<file path="config.mk">
export PLATFORM = sky130hd
export DESIGN_NAME = ball_sense_front
export DESIGN_NICKNAME = d
export VERILOG_FILES = /design/src/rtl/skeeball_pkg.sv /design/src/rtl/sense_debounce.sv /design/src/rtl/ball_sense_front.sv
export SDC_FILE = /design/constraint.sdc
export NUM_CORES = 1
export LEC_CHECK = 0
export CAP_MARGIN = 20
export CORE_MARGIN = 1
export CORE_UTILIZATION = 50
export CTS_CLUSTER_SIZE = 16
export DETAILED_ROUTE_END_ITERATION = 16
export GPL_ROUTABILITY_DRIVEN = 0
export PLACE_DENSITY = 0.73
export RECOVER_POWER = 50
export SLEW_MARGIN = 10
export SYNTH_ARGS = -nofsm -noshare
export SYNTH_HDL_FRONTEND = slang
export SYNTH_SLANG_ARGS = --single-unit
</file>
<file path="constraint.sdc">
create_clock -name clk -period 2.34 [get_ports clk]
set_clock_uncertainty 0.05 [all_clocks]
set_input_delay 0.468 -clock clk [delete_from_list [all_inputs] [get_ports clk]]
set_output_delay 0.468 -clock clk [all_outputs]
set_load 0.05 [all_outputs]
</file>
<file path="src/rtl/skeeball_pkg.sv">
// skeeball_pkg: shared FSM encoding, drop counter width and hit priority helper
package skeeball_pkg;

    typedef enum logic [1:0] {
        IDLE    = 2'd0,
        EMIT    = 2'd1,
        LOCKOUT = 2'd2
    } state_t;

    localparam int DROP_W = 8;
    localparam int PRIO_W = 3;

    function automatic logic [PRIO_W-1:0] lowest_set(input logic [7:0] v);
        logic [PRIO_W-1:0] r;
        r = '0;
        for (int i = 7; i >= 0; i--)
            if (v[i]) r = PRIO_W'(i);
        return r;
    endfunction

endpackage

</file>
<file path="src/rtl/sense_debounce.sv">
// sense_debounce: two-flop synchroniser, tick-based debounce and rising-edge strobe for one line
module sense_debounce #(
    parameter int DEBOUNCE_TICKS = 4
) (
    input  logic clk,
    input  logic Reset_n,
    input  logic tick,
    input  logic raw,
    output logic rise
);

    localparam int CW = $clog2(DEBOUNCE_TICKS + 1);

    logic          s1, s2, stable;
    logic [CW-1:0] cnt;
    logic          flip;

    assign flip = tick && (s2 != stable) && (cnt == CW'(DEBOUNCE_TICKS - 1));
    assign rise = flip && s2;

    // synchronise, then let the stable level follow only after enough disagreeing ticks
    always_ff @(posedge clk or negedge Reset_n) begin
        if (!Reset_n) begin
            s1     <= 1'b0;
            s2     <= 1'b0;
            stable <= 1'b0;
            cnt    <= '0;
        end else begin
            s1 <= raw;
            s2 <= s1;
            if (s2 == stable)
                cnt <= '0;
            else if (flip) begin
                stable <= s2;
                cnt    <= '0;
            end else if (tick)
                cnt <= cnt + 1'b1;
        end
    end

endmodule

</file>
<file path="src/rtl/ball_sense_front.sv">
// ball_sense_front: debounced multi-hole sensor front end with arbitration, event strobe and lockout
module ball_sense_front
    import skeeball_pkg::*;
#(
    parameter int NUM_HOLES      = 6,
    parameter int DEBOUNCE_TICKS = 4,
    parameter int LOCKOUT_TICKS  = 5,
    parameter int ID_W           = 3
) (
    input  logic                 clk,
    input  logic                 Reset_n,
    input  logic                 tick,
    input  logic [NUM_HOLES-1:0] sensor_raw,
    output logic                 sense_pulse,
    output logic [ID_W-1:0]      hole_id,
    output logic                 busy,
    output logic [DROP_W-1:0]    drop_cnt
);

    localparam int LW = $clog2(LOCKOUT_TICKS + 1);

    logic [NUM_HOLES-1:0] rise;
    logic [7:0]           rise8;
    logic                 multi;
    logic                 drop;
    state_t               state;
    logic [LW-1:0]        lock_cnt;

    for (genvar i = 0; i < NUM_HOLES; i++) begin : g_line
        sense_debounce #(.DEBOUNCE_TICKS(DEBOUNCE_TICKS)) u_deb (
            .clk     (clk),
            .Reset_n (Reset_n),
            .tick    (tick),
            .raw     (sensor_raw[i]),
            .rise    (rise[i])
        );
    end

    assign rise8       = 8'(rise);
    assign multi       = |(rise & (rise - 1'b1));
    assign drop        = (state == IDLE) ? multi : |rise;
    assign sense_pulse = (state == EMIT);
    assign busy        = (state != IDLE);

    // accept the lowest-index edge in IDLE, strobe for one clk, then ignore edges for the lockout
    always_ff @(posedge clk or negedge Reset_n) begin
        if (!Reset_n) begin
            state    <= IDLE;
            lock_cnt <= '0;
            hole_id  <= '0;
        end else begin
            case (state)
                IDLE: if (|rise) begin
                    hole_id <= ID_W'(lowest_set(rise8));
                    state   <= EMIT;
                end
                EMIT: begin
                    lock_cnt <= '0;
                    state    <= LOCKOUT;
                end
                LOCKOUT: if (tick) begin
                    if (lock_cnt == LW'(LOCKOUT_TICKS - 1))
                        state <= IDLE;
                    else
                        lock_cnt <= lock_cnt + 1'b1;
                end
                default: state <= IDLE;
            endcase
        end
    end

    // count clks that discarded at least one edge, sticking at full scale
    always_ff @(posedge clk or negedge Reset_n) begin
        if (!Reset_n)
            drop_cnt <= '0;
        else if (drop && drop_cnt != '1)
            drop_cnt <= drop_cnt + 1'b1;
    end

endmodule

</file>
==> flow_results.org <==
** Global routing
- In the global route stage, overall resource usage came out at 0.200.
- The number of global-route vias before repair is around 1800.
- Initial antenna violation count :: 0
- Summed over all layers, the global routing overflow is 0.
- Pin count of the biggest net entering global routing :: 30
- Wire length of the first global-routing pass :: around 7900 um

** Worst setup path
- Highest-delay cell along the critical path :: sky130_fd_sc_hd__dfrtp_1
- STA classifies the critical path endpoint as a register.
- The worst setup path is launched from a register.
- Cells traversed along the worst timing path :: ha_4, nand2_4, nor4b_4, a211oi_2, o311ai_4, a21oi_4, nand3b_1, mux2_1
- Maximum fanout along the worst path :: 6
- Crit path DAT :: 2420 ps
- Worst r2r src :: g_line[0].u_deb.cnt[1]
- The worst setup path is of the reg2reg kind.
- Data on the critical path is required at its endpoint by between 2000 and 2500 ps.
- Maximum cell stage delay along the critical path :: between 400 and 500 ps
- In this run the worst setup path begins at g_line[0].u_deb.cnt[1].

** Finish
- Post-layout util :: 0.691
- The final layout contains around 290 nets.
- Fill cell total of the finished layout :: 320
- Of the cells placed in the final design, the portion with a size suffix greater than 1 is 0.229.
- Combined area of the multi-input logic cells :: 0.00120 sq mm
- Area growth from synthesis to layout :: 28.1%
- Diode count :: 0
- Register area :: approximately 0.0013 sq mm
- The finished layout holds between 300 and 400 standard cells, fillers aside.

** Clock network
- Number of levels in the clock H-tree :: 2
- At the later pin of the worst-skew pair, clock insertion delay measures approximately 310 ps.
- Clock transition time at the flip-flop clock pins of the worst setup and hold paths :: 90 ps
- Clock tree synthesis inserted a total of 5 buffers.
- TritonCTS built the clock tree.
- The tree is rooted in a sky130_fd_sc_hd__clkbuf_8.
- CTS sink cnt :: 52
- Counting along the longest clock path gives a buffer depth of 2.
- In this run, post-CTS hold repair placed 0 buffers.

** Routing
- Wire length reported by the detailed router :: ~4800 um
- The detailed router finished its first iteration with 89 violations.
- Drt pass-1 iters :: 4
- The routed layout has roughly 1800 vias.
- Remaining antenna violation count :: 0
- In the final routed layout, each cell accounts on average for around 15 um.
- Average vias per placed instance :: ~5.5
- Total DRC errors in the routed layout :: 0

** Timing
- At the pin with the least slew margin, the transition time is 1270 ps.
- In this run the tightest slew margin relative to its limit is 0.152.
- Highest attainable clock frequency :: around 0.44 GHz
- Shortest clock period the worst path allows after layout :: between 2000 and 2500 ps
- In the finished design, the share of the clock period the worst path needs comes to 0.977.
- The number of endpoints with negative hold slack in the final report came to 0.
- Setup violations remaining at the end of the flow were counted as 0.
- Max-slew violation count :: 0
- Unrepaired setup endpoints after global routing :: yes

** Die
- Overall die height :: 71.7 um
- The die is between 70 and 80 um wide.
- I/O pin cnt :: 22
- Die area :: slightly above 0.005 sq mm
- Row generation in the floorplan step produced 24 rows.
- The core region is 0.00450 sq mm.
- For this configuration, the core starts out at a cell density of 0.539.

** Synthesis
- Number of warning messages in the yosys log :: 0
- Post-synthesis sequential area ratio :: 0.536
- The number of nets handed over by synthesis was 240.
- Count of state elements after synthesis :: 52
- A synthesized cell averages roughly 11 sq um.
- The synthesized netlist contains 40 unique library cells.
- Counting every instance in the synthesized netlist gives ~220.
- Combined area of all synthesized cells :: approximately 0.0024 sq mm

** Placed design
- Dpl hpwl :: ~3300 um
- In this run, placement finished with an instance count of around 310.
- Port Buf Inserts :: 21

** Flow run
- Max Cap Violations :: 0

** Power
- Peak VDD IR :: 0.621 mV
- Post-layout power :: around 2800 uW
- For this design the static power due to leakage is 0.00147 uW.
- Power per cell area :: 894 mW/mm^2

** Worst hold path
- Hold Path Origin :: g_line[3].u_deb.s1
- Class of the worst hold path :: reg2reg

** Outcome
- Status :: finished clean
logic make-up (layout without fill, tap and decap cells):
logic type               after synthesis  in the layout  share of synthesized area
adder cells (fa/ha/maj)                9              9                     0.0464
buffers and inverters                 12             61                     0.0201
AO/OA/AOI/OAI                         32             32                     0.0820
AND/OR/NAND/NOR                       93             93                      0.219
flip-flops                            52             52                      0.536
XOR/XNOR                              12             12                     0.0433
multiplexers                          12             12                     0.0536
state kept, by name, indices dropped and copies added (netlist names):
name                 cells
g_line.u_deb.stable      6
g_line.u_deb.s2          6
g_line.u_deb.s1          6
state                    2
drop_cnt                 8
g_line.u_deb.cnt        18
hole_id                  3
lock_cnt                 3
area by class of cell:
type                            instances  area share
Clock buffer                            7      0.0278
Clock inverter                          1     0.00241
Inverter                                7     0.00845
Multi-Input combinational cell        158       0.385
Sequential cell                        52       0.418
Tap cell                               52      0.0209
Timing Repair Buffer                   46       0.137
synthesized netlist by cell type:
cell type,count,area [sq um]
sky130_fd_sc_hd__a211oi_1,2,15.0
sky130_fd_sc_hd__a21oi_1,13,65.1
sky130_fd_sc_hd__a21oi_2,1,8.76
sky130_fd_sc_hd__a311oi_1,1,8.76
sky130_fd_sc_hd__a31oi_1,2,12.5
sky130_fd_sc_hd__and3_1,3,18.8
sky130_fd_sc_hd__and3b_1,2,17.5
sky130_fd_sc_hd__buf_4,1,7.51
sky130_fd_sc_hd__clkbuf_1,4,15.0
sky130_fd_sc_hd__dfrtp_1,52,1300
sky130_fd_sc_hd__ha_1,9,113
sky130_fd_sc_hd__inv_1,7,26.3
sky130_fd_sc_hd__mux2_1,2,22.5
sky130_fd_sc_hd__mux2_2,6,67.6
sky130_fd_sc_hd__mux2i_1,4,40.0
sky130_fd_sc_hd__nand2_1,19,71.3
sky130_fd_sc_hd__nand2_2,1,6.26
sky130_fd_sc_hd__nand2b_1,16,100
sky130_fd_sc_hd__nand3_1,10,50.1
sky130_fd_sc_hd__nand3b_1,8,60.1
sky130_fd_sc_hd__nand3b_2,1,11.3
sky130_fd_sc_hd__nand4b_1,1,8.76
sky130_fd_sc_hd__nor2_1,20,75.1
sky130_fd_sc_hd__nor2b_1,1,6.26
sky130_fd_sc_hd__nor3_1,1,5.00
sky130_fd_sc_hd__nor3_2,1,10.0
sky130_fd_sc_hd__nor3b_1,3,22.5
sky130_fd_sc_hd__nor4_2,1,12.5
sky130_fd_sc_hd__nor4b_1,1,8.76
sky130_fd_sc_hd__nor4b_4,1,23.8
sky130_fd_sc_hd__nor4bb_1,1,10.0
sky130_fd_sc_hd__o21ai_0,6,30.0
sky130_fd_sc_hd__o22a_1,1,8.76
sky130_fd_sc_hd__o22ai_1,3,18.8
sky130_fd_sc_hd__o311ai_2,1,16.3
sky130_fd_sc_hd__o31ai_1,2,15.0
sky130_fd_sc_hd__or2_2,1,6.26
sky130_fd_sc_hd__or3_1,1,6.26
sky130_fd_sc_hd__xnor2_1,6,52.6
sky130_fd_sc_hd__xor2_1,6,52.6
critical path: cells and delay by family, from the launching register on:
family,cells,cell delay (ps)
AND/OR/NAND/NOR,3,660
AO/OA/AOI/OAI,3,570
flip-flops,1,410
multiplexers,1,320
adder cells (fa/ha/maj),1,170
metrics by stage:
step	hold WS (ps)	setup TNS, ps	area, sq um	worst slack, ps
finish	301	0	3110	55.0
global route	313	-133	3110	-44.5
CTS	118	0	2980	38.4
detailed placement	286	-3530	2820	-487
global placement	283	-2990	2820	-404
floorplan	122	0	2430	189
layout by cell type (no fill, tap or decap), types with 7 or more instances in the layout:
cell type / Yosys / layout
sky130_fd_sc_hd__nand2_1: 19 / 18
sky130_fd_sc_hd__dfrtp_1: 52 / 52
sky130_fd_sc_hd__clkdlybuf4s50_1: 0 / 11
sky130_fd_sc_hd__a21oi_1: 13 / 13
sky130_fd_sc_hd__nand2b_1: 16 / 16
sky130_fd_sc_hd__ha_1: 9 / 7
sky130_fd_sc_hd__nor2_1: 20 / 16
sky130_fd_sc_hd__nand3b_1: 8 / 8
sky130_fd_sc_hd__inv_1: 7 / 7
sky130_fd_sc_hd__nand3_1: 10 / 10
sky130_fd_sc_hd__buf_4: 1 / 22
path summary, 6_finish.rpt:
check | endpoint | slack [ps] | depth (start not counted)
setup / recovery | drop_cnt[4] | 50 | 8
hold / removal | g_line[3].u_deb.s2 | 300 | 0
setup reg to reg | drop_cnt[4] | 50 | 8
hold reg to reg | g_line[3].u_deb.s2 | 300 | 0
max in group asynchronous | g_line[5].u_deb.cnt[2] | 570 | 2
min in group asynchronous | g_line[2].u_deb.cnt[2] | 360 | 1
timing repair:
| item | CTS | global route |
|---|---|---|
| pin swaps | 3 | 15 |
| setup endpoints to repair | 7 | 7 |
| gates cloned | 1 | 0 |
| gates resized for setup | 7 | 21 |
| setup buffers | 0 | 8 |
power breakdown:
part | switching [uW] | leakage (uW) | total, uW | internal (uW)
clock network | 283 | 0.0000445 | 523 | 241
logic | 540 | 0.000754 | 993 | 453
registers | 175 | 0.000674 | 1260 | 1090
routing by layer:
| layer | up-vias | routed length (um) | GRT usage |
|---|---|---|---|
| li1 | 868 | - | - |
| met1 | 875 | 2060 | 0.250 |
| met2 | 29 | 2510 | 0.349 |
| met3 | 9 | 134 | 0.0380 |
| met4 | 0 | 82 | 0.0719 |
| met5 | - | 0 | 0 |
(Power assumes the default switching activity.)
